### src/rtl/mips_pkg.sv
// Shared encodings for the multicycle MIPS control path: FSM states, opcode/funct
// constants, ALU operation codes and datapath mux select codes.
package mips_pkg;

  typedef enum logic [3:0] {
    S_FETCH    = 4'd0,
    S_DECODE   = 4'd1,
    S_MEMADR   = 4'd2,
    S_MEMRD    = 4'd3,
    S_MEMWB    = 4'd4,
    S_MEMWR    = 4'd5,
    S_RTYPE_EX = 4'd6,
    S_RTYPE_WB = 4'd7,
    S_BEQ      = 4'd8,
    S_ADDI_EX  = 4'd9,
    S_ADDI_WB  = 4'd10,
    S_JUMP     = 4'd11
  } state_t;

  localparam logic [5:0] OP_RTYPE = 6'b000000;
  localparam logic [5:0] OP_LW    = 6'b100011;
  localparam logic [5:0] OP_SW    = 6'b101011;
  localparam logic [5:0] OP_BEQ   = 6'b000100;
  localparam logic [5:0] OP_ADDI  = 6'b001000;
  localparam logic [5:0] OP_J     = 6'b000010;

  localparam logic [5:0] FN_ADD = 6'b100000;
  localparam logic [5:0] FN_SUB = 6'b100010;
  localparam logic [5:0] FN_AND = 6'b100100;
  localparam logic [5:0] FN_OR  = 6'b100101;
  localparam logic [5:0] FN_SLT = 6'b101010;
  localparam logic [5:0] FN_NOR = 6'b100111;

  localparam logic [3:0] ALU_AND = 4'b0000;
  localparam logic [3:0] ALU_OR  = 4'b0001;
  localparam logic [3:0] ALU_ADD = 4'b0010;
  localparam logic [3:0] ALU_SUB = 4'b0011;
  localparam logic [3:0] ALU_SLT = 4'b0100;
  localparam logic [3:0] ALU_NOR = 4'b0101;

  localparam logic [1:0] SRCB_REGB  = 2'b00;
  localparam logic [1:0] SRCB_FOUR  = 2'b01;
  localparam logic [1:0] SRCB_IMM   = 2'b10;
  localparam logic [1:0] SRCB_IMMSH = 2'b11;

  localparam logic [1:0] PCSRC_ALU    = 2'b00;
  localparam logic [1:0] PCSRC_ALUOUT = 2'b01;
  localparam logic [1:0] PCSRC_JUMP   = 2'b10;

  function automatic logic opcode_known(input logic [5:0] op);
    return (op == OP_RTYPE) || (op == OP_LW) || (op == OP_SW) ||
           (op == OP_BEQ) || (op == OP_ADDI) || (op == OP_J);
  endfunction

endpackage

### src/rtl/mips_alu_decoder.sv
// R-type funct field to ALU operation; funct_ok flags the supported subset.
module mips_alu_decoder
  import mips_pkg::*;
(
  input  logic [5:0] funct,
  output logic [3:0] alu_op,
  output logic       funct_ok
);

  always_comb begin
    alu_op   = ALU_ADD;
    funct_ok = 1'b1;
    case (funct)
      FN_ADD:  alu_op = ALU_ADD;
      FN_SUB:  alu_op = ALU_SUB;
      FN_AND:  alu_op = ALU_AND;
      FN_OR:   alu_op = ALU_OR;
      FN_SLT:  alu_op = ALU_SLT;
      FN_NOR:  alu_op = ALU_NOR;
      default: funct_ok = 1'b0;
    endcase
  end

endmodule

### src/rtl/mips_mc_control.sv
// Multicycle MIPS main control FSM: Moore outputs per state, with the beq zero term
// folded into pc_write and all write enables suppressed while rst is high.
module mips_mc_control
  import mips_pkg::*;
(
  input  logic       clk,
  input  logic       rst,
  input  logic [5:0] opcode,
  input  logic [5:0] funct,
  input  logic       zero,
  output logic       pc_write,
  output logic       i_or_d,
  output logic       mem_read,
  output logic       mem_write,
  output logic       ir_write,
  output logic       mem_to_reg,
  output logic       reg_dst,
  output logic       reg_write,
  output logic       alu_src_a,
  output logic [1:0] alu_src_b,
  output logic [3:0] alu_op,
  output logic [1:0] pc_source,
  output logic       illegal_op,
  output logic [3:0] state_dbg
);

  state_t     state_q, state_d;
  logic [3:0] rtype_alu_op;
  logic       funct_ok;

  mips_alu_decoder u_alu_dec (
    .funct    (funct),
    .alu_op   (rtype_alu_op),
    .funct_ok (funct_ok)
  );

  always_ff @(posedge clk) begin
    if (rst) state_q <= S_FETCH;
    else     state_q <= state_d;
  end

  always_comb begin
    state_d = S_FETCH;
    case (state_q)
      S_FETCH:  state_d = S_DECODE;
      S_DECODE: begin
        case (opcode)
          OP_LW, OP_SW: state_d = S_MEMADR;
          OP_RTYPE:     state_d = S_RTYPE_EX;
          OP_BEQ:       state_d = S_BEQ;
          OP_ADDI:      state_d = S_ADDI_EX;
          OP_J:         state_d = S_JUMP;
          default:      state_d = S_FETCH;
        endcase
      end
      S_MEMADR:   state_d = (opcode == OP_SW) ? S_MEMWR : S_MEMRD;
      S_MEMRD:    state_d = S_MEMWB;
      S_RTYPE_EX: state_d = funct_ok ? S_RTYPE_WB : S_FETCH;
      S_ADDI_EX:  state_d = S_ADDI_WB;
      default:    state_d = S_FETCH;
    endcase
  end

  always_comb begin
    pc_write   = 1'b0;
    i_or_d     = 1'b0;
    mem_read   = 1'b0;
    mem_write  = 1'b0;
    ir_write   = 1'b0;
    mem_to_reg = 1'b0;
    reg_dst    = 1'b0;
    reg_write  = 1'b0;
    alu_src_a  = 1'b0;
    alu_src_b  = SRCB_REGB;
    alu_op     = ALU_ADD;
    pc_source  = PCSRC_ALU;
    illegal_op = 1'b0;
    case (state_q)
      S_FETCH: begin
        mem_read  = 1'b1;
        ir_write  = 1'b1;
        alu_src_b = SRCB_FOUR;
        pc_write  = 1'b1;
      end
      S_DECODE: begin
        alu_src_b  = SRCB_IMMSH;
        illegal_op = !opcode_known(opcode);
      end
      S_MEMADR: begin
        alu_src_a = 1'b1;
        alu_src_b = SRCB_IMM;
      end
      S_MEMRD: begin
        mem_read = 1'b1;
        i_or_d   = 1'b1;
      end
      S_MEMWB: begin
        reg_write  = 1'b1;
        mem_to_reg = 1'b1;
      end
      S_MEMWR: begin
        mem_write = 1'b1;
        i_or_d    = 1'b1;
      end
      S_RTYPE_EX: begin
        alu_src_a  = 1'b1;
        alu_op     = funct_ok ? rtype_alu_op : ALU_ADD;
        illegal_op = !funct_ok;
      end
      S_RTYPE_WB: begin
        reg_write = 1'b1;
        reg_dst   = 1'b1;
      end
      S_BEQ: begin
        alu_src_a = 1'b1;
        alu_op    = ALU_SUB;
        pc_source = PCSRC_ALUOUT;
        pc_write  = zero;
      end
      S_ADDI_EX: begin
        alu_src_a = 1'b1;
        alu_src_b = SRCB_IMM;
      end
      S_ADDI_WB: reg_write = 1'b1;
      S_JUMP: begin
        pc_source = PCSRC_JUMP;
        pc_write  = 1'b1;
      end
      default: ;
    endcase
    // Reset takes effect combinationally so nothing is written in the abandoned cycle.
    if (rst) begin
      pc_write   = 1'b0;
      ir_write   = 1'b0;
      reg_write  = 1'b0;
      mem_write  = 1'b0;
      mem_read   = 1'b0;
      illegal_op = 1'b0;
    end
  end

  assign state_dbg = state_q;

endmodule

### config.mk
export PLATFORM = sky130hd
export DESIGN_NAME = mips_mc_control
export DESIGN_NICKNAME = d
export VERILOG_FILES = /design/src/rtl/mips_pkg.sv /design/src/rtl/mips_alu_decoder.sv /design/src/rtl/mips_mc_control.sv
export SDC_FILE = /design/constraint.sdc
export NUM_CORES = 1
export LEC_CHECK = 0
export BUFFER_PORTS_ARGS = -buffer_cell sky130_fd_sc_hd__buf_2
export CAP_MARGIN = 20
export CORE_MARGIN = 3
export CORE_UTILIZATION = 45
export CTS_CLUSTER_DIAMETER = 30
export CTS_CLUSTER_SIZE = 30
export DETAILED_ROUTE_END_ITERATION = 10
export PLACE_DENSITY = 0.91
export SETUP_SLACK_MARGIN = 0.4
export SLEW_MARGIN = 10
export SYNTH_ARGS = -nofsm -noshare
export SYNTH_HDL_FRONTEND = slang
export SYNTH_SLANG_ARGS = --single-unit
### constraint.sdc
create_clock -name clk -period 4.25 [get_ports clk]
set_clock_uncertainty 0.2 [all_clocks]
set_input_delay 0.6375 -clock clk [delete_from_list [all_inputs] [get_ports clk]]
set_output_delay 0.6375 -clock clk [all_outputs]
set_load 0.02 [all_outputs]
; ---- After elaboration in Yosys (flattened, before gate mapping)
; Index checks and enable logic that the tools add are counted.
[classes]
add_sub_neg = 0
n_mul = 0
div_mod_pow = 0
order_cmp = 0
n_eq_ne = 22
n_shift = 0
muxes = 26
bitwise_logic = 0
reduce_logical = 17
[op_table]
columns = op, n
row1 = $eq 6x6->1 const B, 8
row2 = $pmux 4 s6, 1
row3 = $pmux 4 s5, 1
row4 = $eq 4x3->1 const B, 4
row5 = $eq 4x4->1 const B, 4
row6 = $mux 1, 15
row7 = $pmux 3 s5, 1
row8 = $reduce_or 2->1, 5
row9 = $eq 4x2->1 const B, 2
row10 = $pmux 4 s2, 1
row11 = $eq 6x2->1 const B, 1
row12 = $eq 6x3->1 const B, 1
row13 = $eq 6x4->1 const B, 1
row14 = $logic_not 6->1, 1
row15 = $mux 3, 2
row16 = $pmux 2 s3, 1
row17 = $reduce_or 6->1, 1
row18 = $logic_or 1x1->1, 5
row19 = $eq 4x1->1 const B, 1
row20 = $logic_not 4->1, 1
row21 = $mux 4, 1
row22 = $pmux 1 s2, 2
row23 = $pmux 2 s2, 1
row24 = $reduce_or 4->1, 1
row25 = other kinds (2), 3
[totals]
regBits = 4
latch_bits = 0
ramBits = 0
rom_bits = 0
out_inout_bits = 22
n_memories = 0

; ---- Logic depth before layout (Yosys ltp)
[depth]
word_depth = 9
depth_mapped = 5

; ---- Modules after synthesis
; From an unflattened synthesis, not the netlist that was laid out.
[unflattened]
cells_unflattened = 98
hier_area_um2 = 653.1
[modules_own_cells]
columns = module, n_inst, cells_per_inst, area_per_inst_um2, seq_area_each_um2
row1 = mips_mc_control, 1, 80, 540.5, 80.1
row2 = mips_alu_decoder, 1, 18, 112.6, 0.0

; ---- Least setup slack after synthesis
; Ideal clock, no wire load.
[synth_path]
kind = input-to-output
startpoint = input funct[1]
endpoint = output illegal_op
arrival_time_ns = 1.771
t_required_ns = 3.412
setup_slack_ns = 1.642
path_stages = 4
cell_sequence = mux2_1 > o21ai_1 > and3b_1 > o41ai_1
[synth_via]
elab_chain_cells = 6
word_cells_on_any_way = 11
cone_classes = eq/ne: 6 / mux: 3 / reduce/logical: 2
[synth_lines]
columns = item, line_no
row1 = start: declaration, mips_mc_control.sv:9  ; input logic [5:0] funct,
row2 = $eq 6x6->1, mips_alu_decoder.sv:13  ; case (funct)
row3 = $reduce_or 6->1 (no line) (*), n/a
row4 = $mux 1 (*), mips_alu_decoder.sv:13
row5 = $logic_not 1->1 (*), mips_mc_control.sv:108  ; illegal_op = !funct_ok;
row6 = $pmux 1 s2 (*), mips_mc_control.sv:78  ; case (state_q)
row7 = $mux 1 (*), mips_mc_control.sv:132  ; if (rst) begin
row8 = end: declaration, mips_mc_control.sv:23  ; output logic illegal_op,
; Mark *: on every way between the ends. The rest lies on a longest branch, timed or not.

; ---- Final worst setup path
[layout_path]
startpoint = register state_q[2], in the netlist state_dbg[2]
endpoint = output alu_op[2]
[layout_via]
elab_chain_cells = 2
word_cells_on_any_way = 3
cone_classes = eq/ne: 2 / mux: 1
[layout_lines]
columns = item, line_no
row1 = start: declaration, mips_mc_control.sv:27  ; state_t state_q, state_d;
row2 = start signal: assignment, mips_mc_control.sv:39  ; else state_q <= state_d;
row3 = $eq 4x4->1 or $eq 4x3->1 (tied branches), mips_mc_control.sv:78
row4 = $pmux 4 s2 (*), mips_mc_control.sv:78
row5 = end: declaration, mips_mc_control.sv:21  ; output logic [3:0] alu_op,
; Marks and branches as above.

==> results.yml <==
sta:
  relSlewSlack_pct: 59.5
  fmax_mhz: 378
  post-route-min-period_ps: 2640
  fin_tns_setup_ps: 0
  finalMaxSlewViolations: 0
  setup_viol: 0
  hold_viol_final: 0
  fin_crit_sh_pct: 62.2
  hold_ws_ps: 520
  rsz0062_at_grt: "no"
  worst_pin_slew_ps: 607
cts:
  cts-root-buf: "clkbuf_4"
  worstSkewPairLatency_ps: 230
  path_clk_slew_ps: 30
  cts_buffers: 3
  cts_resized: 0
  htreeDepth: 1
  cts_tree: "yes"
  cts_hold_buf: 0
  clock_sinks: 4
  cts_buffer_depth: 2
  post_cts_buffers: 0
synthesis:
  synth_edf_count: 0
  ys_types: 42
  syn-num-nets: 103
  syn_area_sq_um: 617
  synthTopCellsByCount: "nor2_1 (11), nor3_1 (8), o21ai_0 (6)"
  synth.area.mux_share_pct: 3.45
  async_reset_ff_share_pct: 0
  synth_simple_gate_area_share_pct: 44.8
  synth_top_area_cell: "dfxtp_1"
  yosys.area_share.adder_pct: 0
  ys.flop_type: "dfxtp_1"
  synth-xor-area-share_pct: 4.26
  synth_top_family_by_area: "simple AND/OR/NAND/NOR gates"
  syn_area_per_cell_sq_um: 7.01
  yosysWarnings: 0
  yosysMostFrequentCell: "nor2_1"
  synth_cells: 88
  synth-seq-cells: 4
  synth.area.top_cells: "dfxtp_1 (13%), nor2_1 (6.7%), nor3_1 (6.5%)"
  yosysTopAreaCellShare_pct: 13.0
  synth_compound_area_share_pct: 27.2
  seq_area_frac_synth_pct: 13.0
final_layout:
  final_cells: 133
  antennaDiodeCount: 0
  register_area_sq_um: 80.1
  area_delta_synth_final_pct: 29.4
  final_layout_size_suffix_gt1_share_pct: 37.0
  largest_reg_flops: 4
  fillers: 110
  multi_input_area_sq_um: 495
  final_nets: 136
pwr:
  clockPowerShare_pct: 32.0
  cellPowerDensity_nw_per_um2: 175
  p_leak_uw: 0.000365
  ir_worst_vdd_v: 0.000138
  combPwrFrac_pct: 37.2
  power.internal_uw: 91.6
  swShare_pct: 34.5
  p_seq_share_pct: 30.8
  p_switching_uw: 48.3
critical_path:
  end_kind: "output port"
  start_kind: "register"
  crit_arrival_ps: 1800
  path_class: "register to output port"
  required_ps: 3410
  worst-path-max-fanout: 14
place:
  port_buffers: 35
  placedCellCount: 130
  globalplace.congestion: 0.891
  place_hpwl_mm: 1.41
die:
  start_util_pct: 51.4
  num_rows: 12
  dieArea_sq_um: 1850
  ios: 37
  fp.dieW_um: 43.0
  die_h_um: 43.0
  core_sq_um: 1200
global_routing:
  grt_pass1_vias: 680
  gr-total-overflow: 0
  grt_max_degree: 17
  antenna_found_initial: 0
  grt_pass1_wl_mm: 2.75
  grt_usage_pct: 18.5
min_path:
  hp-class: "input pin to register"
drt:
  via_count: 807
  drt_iter0_markers: 20
  ant_nets: 0
  avgRoutedWirePerCell_um: 13.2
  totalWireLength_mm: 1.76
  drc_errors: 0
  dr.pass1.iters: 4
  routed_via_density: 6.07
status:
  status: "finished clean"
flow_run:
  drv_cap: 0
[stage by stage]
step / total power (uW) / util (%) / instance area (sq um) / worst slack, ps
floorplan: 76.8 / - / 617 / 1640
global placement: 93.8 / 64.6 / 776 / 1790
detailed placement: 95.2 / 64.6 / 776 / 1750
CTS: 142 / 66.5 / 798 / 1610
global route: 150 / 66.5 / 798 / 1460
finish: 140 / 66.5 / 798 / 1610
[power by group through the flow]
stage               Clock (uW)  Sequential (uW)  Combinational [uW]
floorplan                    0             41.8                34.9
global placement             0             43.3                50.4
detailed placement           0             43.6                51.6
CTS                       47.1             43.1                51.7
global route              49.2             43.5                56.9
finish                    44.7             43.1                52.0
[routing by layer]
layer  track usage [%]  up-vias  routed length [um]
met3                 0        4                 119
met4              10.2        0                  27
met5                 0        -                   0
met2              30.5       37                 840
met1              24.1      369                 769
li1                  -      397                   -
[cell families (layout without fill, tap and decap cells)]
| group | Yosys count | count (layout) |
|---|---|---|
| compound gates | 25 | 25 |
| xor+xnor | 3 | 3 |
| flops | 4 | 4 |
| other cells | 1 | 1 |
| buf+inv | 9 | 40 |
| mux | 2 | 2 |
| simple gates | 44 | 44 |
[worst paths after layout]
check                    start            to  slack (ps)  cells past startpoint
setup / recovery  state_dbg[2]     alu_op[2]        1610                      4
hold / removal             rst  state_dbg[3]         520                      2
setup reg to reg  state_dbg[2]  state_dbg[1]        2440                      4
hold reg to reg   state_dbg[3]  state_dbg[3]         560                      2
[layout by cell type (no fill, tap or decap), types with 2 or more instances in the layout]
cell type,count
nor2_1,11
inv_1,2
o21ai_0,6
nand4_1,2
nand3_1,4
nand2_1,2
o21bai_1,2
clkbuf_4,3
a21oi_1,5
buf_2,35
dfxtp_1,4
xor2_1,2
nand3b_1,2
nand2b_1,5
and3b_1,2
nor3_1,8
[critical path, stage by stage, from the launching register on]
cell,delay (ps)
dfxtp_1,590
nand2b_1,270
nor4b_4,350
and3_1,200
buf_2,150
[cell type report]
cell class,count,share of cell area (%)
multi-input cells,75,62.1
clock buffers,3,2.82
flip-flops and latches,4,10.0
inverters,2,0.940
repair buffers,35,21.9
well taps,14,2.19
(Power assumes the default switching activity.)
